[config.mk]
export PLATFORM = sky130hd
export DESIGN_NAME = backup_arbiter_flat
export DESIGN_NICKNAME = d
export VERILOG_FILES = /design/src/rtl/backup_arbiter_if.sv /design/src/rtl/backup_arbiter.sv /design/src/flat_wrapper.sv
export SDC_FILE = /design/constraint.sdc
export NUM_CORES = 1
export LEC_CHECK = 0
export ABC_CLOCK_PERIOD_IN_PS = 17700
export BUFFER_PORTS_ARGS = -buffer_cell sky130_fd_sc_hd__clkbuf_2
export CAP_MARGIN = 25
export CORE_UTILIZATION = 45
export DETAILED_ROUTE_END_ITERATION = 7
export PLACE_DENSITY = 0.75
export SETUP_SLACK_MARGIN = 0.1
export SLEW_MARGIN = 0
export SYNTH_ARGS = -nofsm -noshare
export SYNTH_HDL_FRONTEND = slang
export SYNTH_SLANG_ARGS = --single-unit
[constraint.sdc]
create_clock -name Clk -period 17.7 [get_ports Clk]
set_input_delay 4.425 -clock Clk [delete_from_list [all_inputs] [get_ports Clk]]
set_output_delay 4.425 -clock Clk [all_outputs]
set_load 0.1 [all_outputs]
[src/rtl/backup_arbiter_if.sv]
// Request/grant and queue-status bundle between the wrappers, the backup arbiter and its consumer.
// BACKUP_ARB_STATUS_EN adds the Count and Overflow status signals.
interface backup_arbiter_if #(
    parameter int K     = 10,
    parameter int N     = 32,
    parameter int DEPTH = 4
);
    localparam int LOG2_K = $clog2(K);
    localparam int CW     = $clog2(DEPTH + 1);

    logic              Pwr_off;
    logic [K-1:0]      Req;
    logic [K*N-1:0]    ReqVals;
    logic [K-1:0]      Gnt;
    logic              PullEn;
    logic              IsEmpty;
    logic              IsFull;
    logic [N-1:0]      ValBuffer;
    logic [LOG2_K-1:0] AddrBuffer;
    logic              Start;

`ifdef BACKUP_ARB_STATUS_EN
    logic [CW-1:0]     Count;
    logic              Overflow;

    modport slave (
        input  Pwr_off, Req, ReqVals, PullEn,
        output Gnt, IsEmpty, IsFull, ValBuffer, AddrBuffer, Start, Count, Overflow
    );
    modport master (
        output Pwr_off, Req, ReqVals, PullEn,
        input  Gnt, IsEmpty, IsFull, ValBuffer, AddrBuffer, Start, Count, Overflow
    );
`else
    modport slave (
        input  Pwr_off, Req, ReqVals, PullEn,
        output Gnt, IsEmpty, IsFull, ValBuffer, AddrBuffer, Start
    );
    modport master (
        output Pwr_off, Req, ReqVals, PullEn,
        input  Gnt, IsEmpty, IsFull, ValBuffer, AddrBuffer, Start
    );
`endif
endinterface

[src/rtl/backup_arbiter.sv]
// Round-robin arbiter over K register wrappers feeding a DEPTH-entry FWFT queue of {index, value}.
// Define BACKUP_ARB_STATUS_EN to add the Count and sticky Overflow status outputs.
module backup_arbiter #(
    parameter int K     = 10,
    parameter int N     = 32,
    parameter int DEPTH = 4
) (
    input logic             Clk,
    input logic             Rst,
    backup_arbiter_if.slave bus
);
    localparam int LOG2_K = $clog2(K);
    localparam int LOG2_D = $clog2(DEPTH);
    localparam int CW     = $clog2(DEPTH + 1);

    typedef struct packed {
        logic [LOG2_K-1:0] addr;
        logic [N-1:0]      val;
    } entry_t;

    entry_t            mem [DEPTH];
    entry_t            head;
    logic [LOG2_D-1:0] wr_ptr, rd_ptr;
    logic [CW-1:0]     count;
    logic [LOG2_K-1:0] rr_ptr, winner;
    logic [N-1:0]      win_val;
    logic [K-1:0]      gnt;
    logic              found, push, pop, full, empty, start_q;

    assign full  = (count == CW'(DEPTH));
    assign empty = (count == '0);

    // Rotating scan: offset 0 is rr_ptr, wrapping past K-1 back to 0.
    always_comb begin
        int unsigned       idx;
        logic [LOG2_K-1:0] idx_k;
        idx    = 0;
        idx_k  = '0;
        found  = 1'b0;
        winner = '0;
        for (int unsigned off = 0; off < K; off++) begin
            idx = 32'(rr_ptr) + off;
            if (idx >= K) idx = idx - K;
            idx_k = LOG2_K'(idx);
            if (!found && bus.Req[idx_k]) begin
                found  = 1'b1;
                winner = idx_k;
            end
        end
    end

    always_comb begin
        win_val = '0;
        for (int unsigned i = 0; i < K; i++) begin
            if (LOG2_K'(i) == winner) win_val = bus.ReqVals[i*N +: N];
        end
    end

    // full is the start-of-cycle occupancy, so a same-cycle pop never opens a grant.
    assign push = Rst && !bus.Pwr_off && !full && found;
    assign pop  = bus.PullEn && !empty;

    always_comb begin
        gnt = '0;
        if (push) gnt[winner] = 1'b1;
    end

    always_ff @(posedge Clk or negedge Rst) begin
        if (!Rst) begin
            wr_ptr  <= '0;
            rd_ptr  <= '0;
            count   <= '0;
            rr_ptr  <= '0;
            start_q <= 1'b0;
        end else begin
            if (push) wr_ptr <= wr_ptr + 1'b1;
            if (pop)  rd_ptr <= rd_ptr + 1'b1;
            case ({push, pop})
                2'b10:   count <= count + 1'b1;
                2'b01:   count <= count - 1'b1;
                default: count <= count;
            endcase
            if (push) rr_ptr <= (winner == LOG2_K'(K - 1)) ? '0 : winner + 1'b1;
            start_q <= push && empty;
        end
    end

    always_ff @(posedge Clk) begin
        if (push) mem[wr_ptr] <= '{addr: winner, val: win_val};
    end

    assign head           = mem[rd_ptr];
    assign bus.Gnt        = gnt;
    assign bus.IsEmpty    = empty;
    assign bus.IsFull     = full;
    assign bus.ValBuffer  = empty ? '0 : head.val;
    assign bus.AddrBuffer = empty ? '0 : head.addr;
    assign bus.Start      = start_q && !bus.Pwr_off;

`ifdef BACKUP_ARB_STATUS_EN
    logic overflow;

    always_ff @(posedge Clk or negedge Rst) begin
        if (!Rst)                                   overflow <= 1'b0;
        else if (|bus.Req && full && !bus.Pwr_off)  overflow <= 1'b1;
    end

    assign bus.Count    = count;
    assign bus.Overflow = overflow;
`endif
endmodule

[src/flat_wrapper.sv]
// flat-port wrapper written by rule: the top's interface ports become plain ports
module backup_arbiter_flat 
#(
    parameter int K     = 10,
    parameter int N     = 32,
    parameter int DEPTH = 4
)
  (Clk, Rst, bus_Pwr_off, bus_Req, bus_ReqVals, bus_PullEn, bus_Gnt, bus_IsEmpty, bus_IsFull, bus_ValBuffer, bus_AddrBuffer, bus_Start);
  backup_arbiter_if #(.K(K), .N(N), .DEPTH(DEPTH)) bus_i ();
  input logic Clk;
  input logic Rst;
  input wire logic [$bits(bus_i.Pwr_off)-1:0] bus_Pwr_off;
  input wire logic [$bits(bus_i.Req)-1:0] bus_Req;
  input wire logic [$bits(bus_i.ReqVals)-1:0] bus_ReqVals;
  input wire logic [$bits(bus_i.PullEn)-1:0] bus_PullEn;
  output wire logic [$bits(bus_i.Gnt)-1:0] bus_Gnt;
  output wire logic [$bits(bus_i.IsEmpty)-1:0] bus_IsEmpty;
  output wire logic [$bits(bus_i.IsFull)-1:0] bus_IsFull;
  output wire logic [$bits(bus_i.ValBuffer)-1:0] bus_ValBuffer;
  output wire logic [$bits(bus_i.AddrBuffer)-1:0] bus_AddrBuffer;
  output wire logic [$bits(bus_i.Start)-1:0] bus_Start;
  assign bus_i.Pwr_off = bus_Pwr_off;
  assign bus_i.Req = bus_Req;
  assign bus_i.ReqVals = bus_ReqVals;
  assign bus_i.PullEn = bus_PullEn;
  assign bus_Gnt = bus_i.Gnt;
  assign bus_IsEmpty = bus_i.IsEmpty;
  assign bus_IsFull = bus_i.IsFull;
  assign bus_ValBuffer = bus_i.ValBuffer;
  assign bus_AddrBuffer = bus_i.AddrBuffer;
  assign bus_Start = bus_i.Start;
  backup_arbiter #(.K(K), .N(N), .DEPTH(DEPTH)) u_core (.Clk(Clk), .Rst(Rst), .bus(bus_i));
endmodule
==> qor.yml <==
sta:
  relSlewSlack: 0.291
  setup_violations: 0
  min_period_ns: 14.16
  rsz0062_at_grt: "false"
  skew_ns: 0.0159
  setup_tns_ns: 0
  final.period_utilization: 0.800
  fmax_mhz: 70.6
  worstMarginPinSlew_ns: 1.06
  maxSlewViolCount: 0
  hold_violations: 0
critical_path:
  r2r_slack_ns: 9.09
  cp_top_family: "simple AND/OR/NAND/NOR gates"
  r2r-start: "u_core.rr_ptr[1]"
  cpMostUsedCell: "clkbuf_2"
  slowest_stage: "nor4bb_1"
  worstPathRequired_ns: 13.28
  crit_cells: 15
  crit_buf_inv: 5
  rr_endpoint: "u_core.mem[3][4]"
  slowest_delay_ns: 0.72
  reg2regPathDepth: 21
  worstPathArrival_ns: 9.73
  worstPathCellList: "clkbuf_2 -> mux2_2 -> a311o_1 -> nand3_1 -> o21ai_0 -> nor4bb_1 -> nand4bb_1 -> o2111ai_1 -> nand3_2 -> clkinv_2 -> buf_4 -> nand2_1 -> buf_16 -> nor3b_1 -> clkbuf_2"
  endpoint_kind: "output pin"
  startpoint_type: "input port"
  crit_fanout: 86
  path_class: "in2out"
logic_synthesis:
  synth_edf_count: 144
  ys_ff_latch: 156
  synth_top_family_by_area: "compound AO/OA/AOI/OAI gates"
  syn_avg_cell_area_um2: 10.5
  synth.area.top_cells: "edfxtp_1 (37%), mux4_2 (7.2%), mux2i_1 (5.2%)"
  synth_compound_area_frac: 0.239
  ys_warn_count: 0
  syn_inst: 1129
  yosysUniqueCellTypes: 93
  yosys.area.top_type_share: 0.365
  synth-simple-area-share: 0.132
  synth_area_um2: 11800
  ys_seq_area_frac: 0.390
  postSynth.asyncResetShare: 0.0769
  synth_fp_nets: 1493
  synth-adder-area-share: 0.0330
  synth-xor-area-share: 0.0139
  synthMuxAreaShare: 0.148
  synth_ff_type: "edfxtp_1"
  yosys.area.top_type: "edfxtp_1"
layout:
  seq_area_um2: 4630
  nNetsFinal: 1825
  multi_input_area_um2: 6720
  layout_commonest_cell: "clkbuf_2"
  syn2layout_area_growth_pct: 22.9
  nFillCells: 2287
  final_cell_mix: "clkbuf_2 (382), edfxtp_1 (144), a21oi_1 (84)"
  layout-drive-gt1-share: 0.357
clock_tree:
  htreeDepth: 4
  clk_latency_ns: 0.42
  cts_buffers: 17
  ctsResizeCount: 0
  postCtsSetupBuffers: 0
  cts.sinks: 156
  tritoncts: "built"
  clockBufferDepth: 2
  ctsHoldBuffers: 0
  clk_pin_slew_ns: 0.06
  cts_root_buffer: "clkbuf_16"
detailed_routing:
  wirelength_mm: 45.8
  via_count: 11300
  wl_per_cell_um: 25.2
  antenna_left: 0
  first_pass_iters: 8
  avgViaCountPerCell: 6.24
  remaining_drc_errors: 0
  drt_first_iter_violations: 1280
min_path:
  hold_class: "reg2reg"
  worstHoldStart: "u_core.count[2]"
  holdPathEnd: "u_core.count[2]"
  min_delay_path_depth: 1
floorplanning:
  core-area_um2: 25900
  fp.dieH_um: 164
  initial_core_util: 0.457
  die_x_um: 164
  die-area_um2: 27000
  row_count: 59
  ios: 383
placed_design:
  port_buffers: 382
  dp.final_hpwl_mm: 34.9
  gp_congestion: 1.01
outcome:
  status: "completed"
global_routing:
  antenna_found_initial: 8
  grt_pass1_vias: 10400
  gr-usage-all-layers: 0.336
  grt_max_degree: 87
  overflow: 0
  grt_pass1_wl_mm: 65.5
run:
  cap_violations: 0
-- cell type report --
cell class | instances | share of cell area
Multi-Input combinational cell | 858 | 0.462
Sequential cell | 156 | 0.318
Timing Repair Buffer | 401 | 0.143
Clock buffer | 17 | 0.0292
Tap cell | 335 | 0.0288
Clock inverter | 14 | 0.0109
Inverter | 27 | 0.00722
Antenna cell | 7 | 0.00120
-- metal layers --
metal | vias to the layer above | routed length [um] | track usage
met5 | - | 13 | 0
met4 | 2 | 2180 | 0.148
met3 | 93 | 4420 | 0.0775
met2 | 662 | 21300 | 0.526
met1 | 5471 | 17800 | 0.443
li1 | 5103 | - | -
-- logic make-up (layout without fill, tap and decap cells) --
| logic type | after synthesis | in the layout |
|---|---|---|
| other | 0 | 7 |
| multiplexers | 124 | 124 |
| buffers and inverters | 115 | 459 |
| adder cells (fa/ha/maj) | 30 | 30 |
| AO/OA/AOI/OAI | 411 | 411 |
| flip-flops | 156 | 156 |
| XOR/XNOR | 18 | 18 |
| AND/OR/NAND/NOR | 275 | 275 |
-- synth_stat cells, types with 8 or more instances --
cell and instances:
edfxtp_1 144, a21oi_1 84, mux4_2 38, mux2_2 18
and2_1 59, o21ai_0 74, nand2b_1 8, ha_1 28
xnor2_1 12, nand2_1 43, a31oi_1 29, a211oi_1 31
nand3_1 17, buf_2 15, clkbuf_1 54, inv_1 21
a211o_1 33, mux2i_1 62, o22a_1 28, and2_0 10
nor2_1 47, nor2b_1 13, o21a_1 29, dfrtp_1 12
nor3_1 12, o211ai_1 15
-- state kept, by name (all words and copies together) (netlist names) --
signal and cells:
u_core.rr_ptr 4, u_core.wr_ptr 2, u_core.mem 144, u_core.count 3, u_core.rd_ptr 2, u_core.start_q 1
-- worst register-to-register path, delay by kind of cell (launching register included) --
kind | cells | cell delay [ns]
AO/OA/AOI/OAI | 7 | 2.65
XOR/XNOR | 1 | 0.33
adder cells (fa/ha/maj) | 2 | 1.24
buffers and inverters | 6 | 2.53
flip-flops | 1 | 0.32
multiplexers | 2 | 0.62
AND/OR/NAND/NOR | 3 | 0.66
-- stage by stage --
stage | area (um^2) | utilization | hold WS [ns] | instances | setup slack [ns]
final | 14600 | 0.562 | 0.497 | 1815 | 3.54
after global routing | 14600 | 0.562 | 0.508 | 1814 | 3.24
after CTS | 14500 | 0.561 | 0.504 | 1807 | 3.67
after detailed placement | 13900 | 0.538 | 0.493 | 1776 | 3.67
after global placement | 13900 | 0.537 | 0.466 | 1775 | 3.44
after floorplan | 11800 | - | 0.449 | 1129 | 3.80
-- worst max-delay path by stage --
stage	start	endpoint	slack, ns
final	bus_Req[2]	bus_Gnt[7]	3.54
after global routing	bus_Req[6]	bus_Gnt[7]	3.24
after global placement	bus_Req[6]	bus_Gnt[7]	3.44
after CTS	bus_Req[3]	bus_Gnt[7]	3.67
after detailed placement	bus_Req[3]	bus_Gnt[7]	3.67
after floorplan	bus_Req[1]	bus_Gnt[5]	3.80
Power is not shown: default switching activity piles up to over one toggle a cycle in this logic, so the estimate is an artifact.
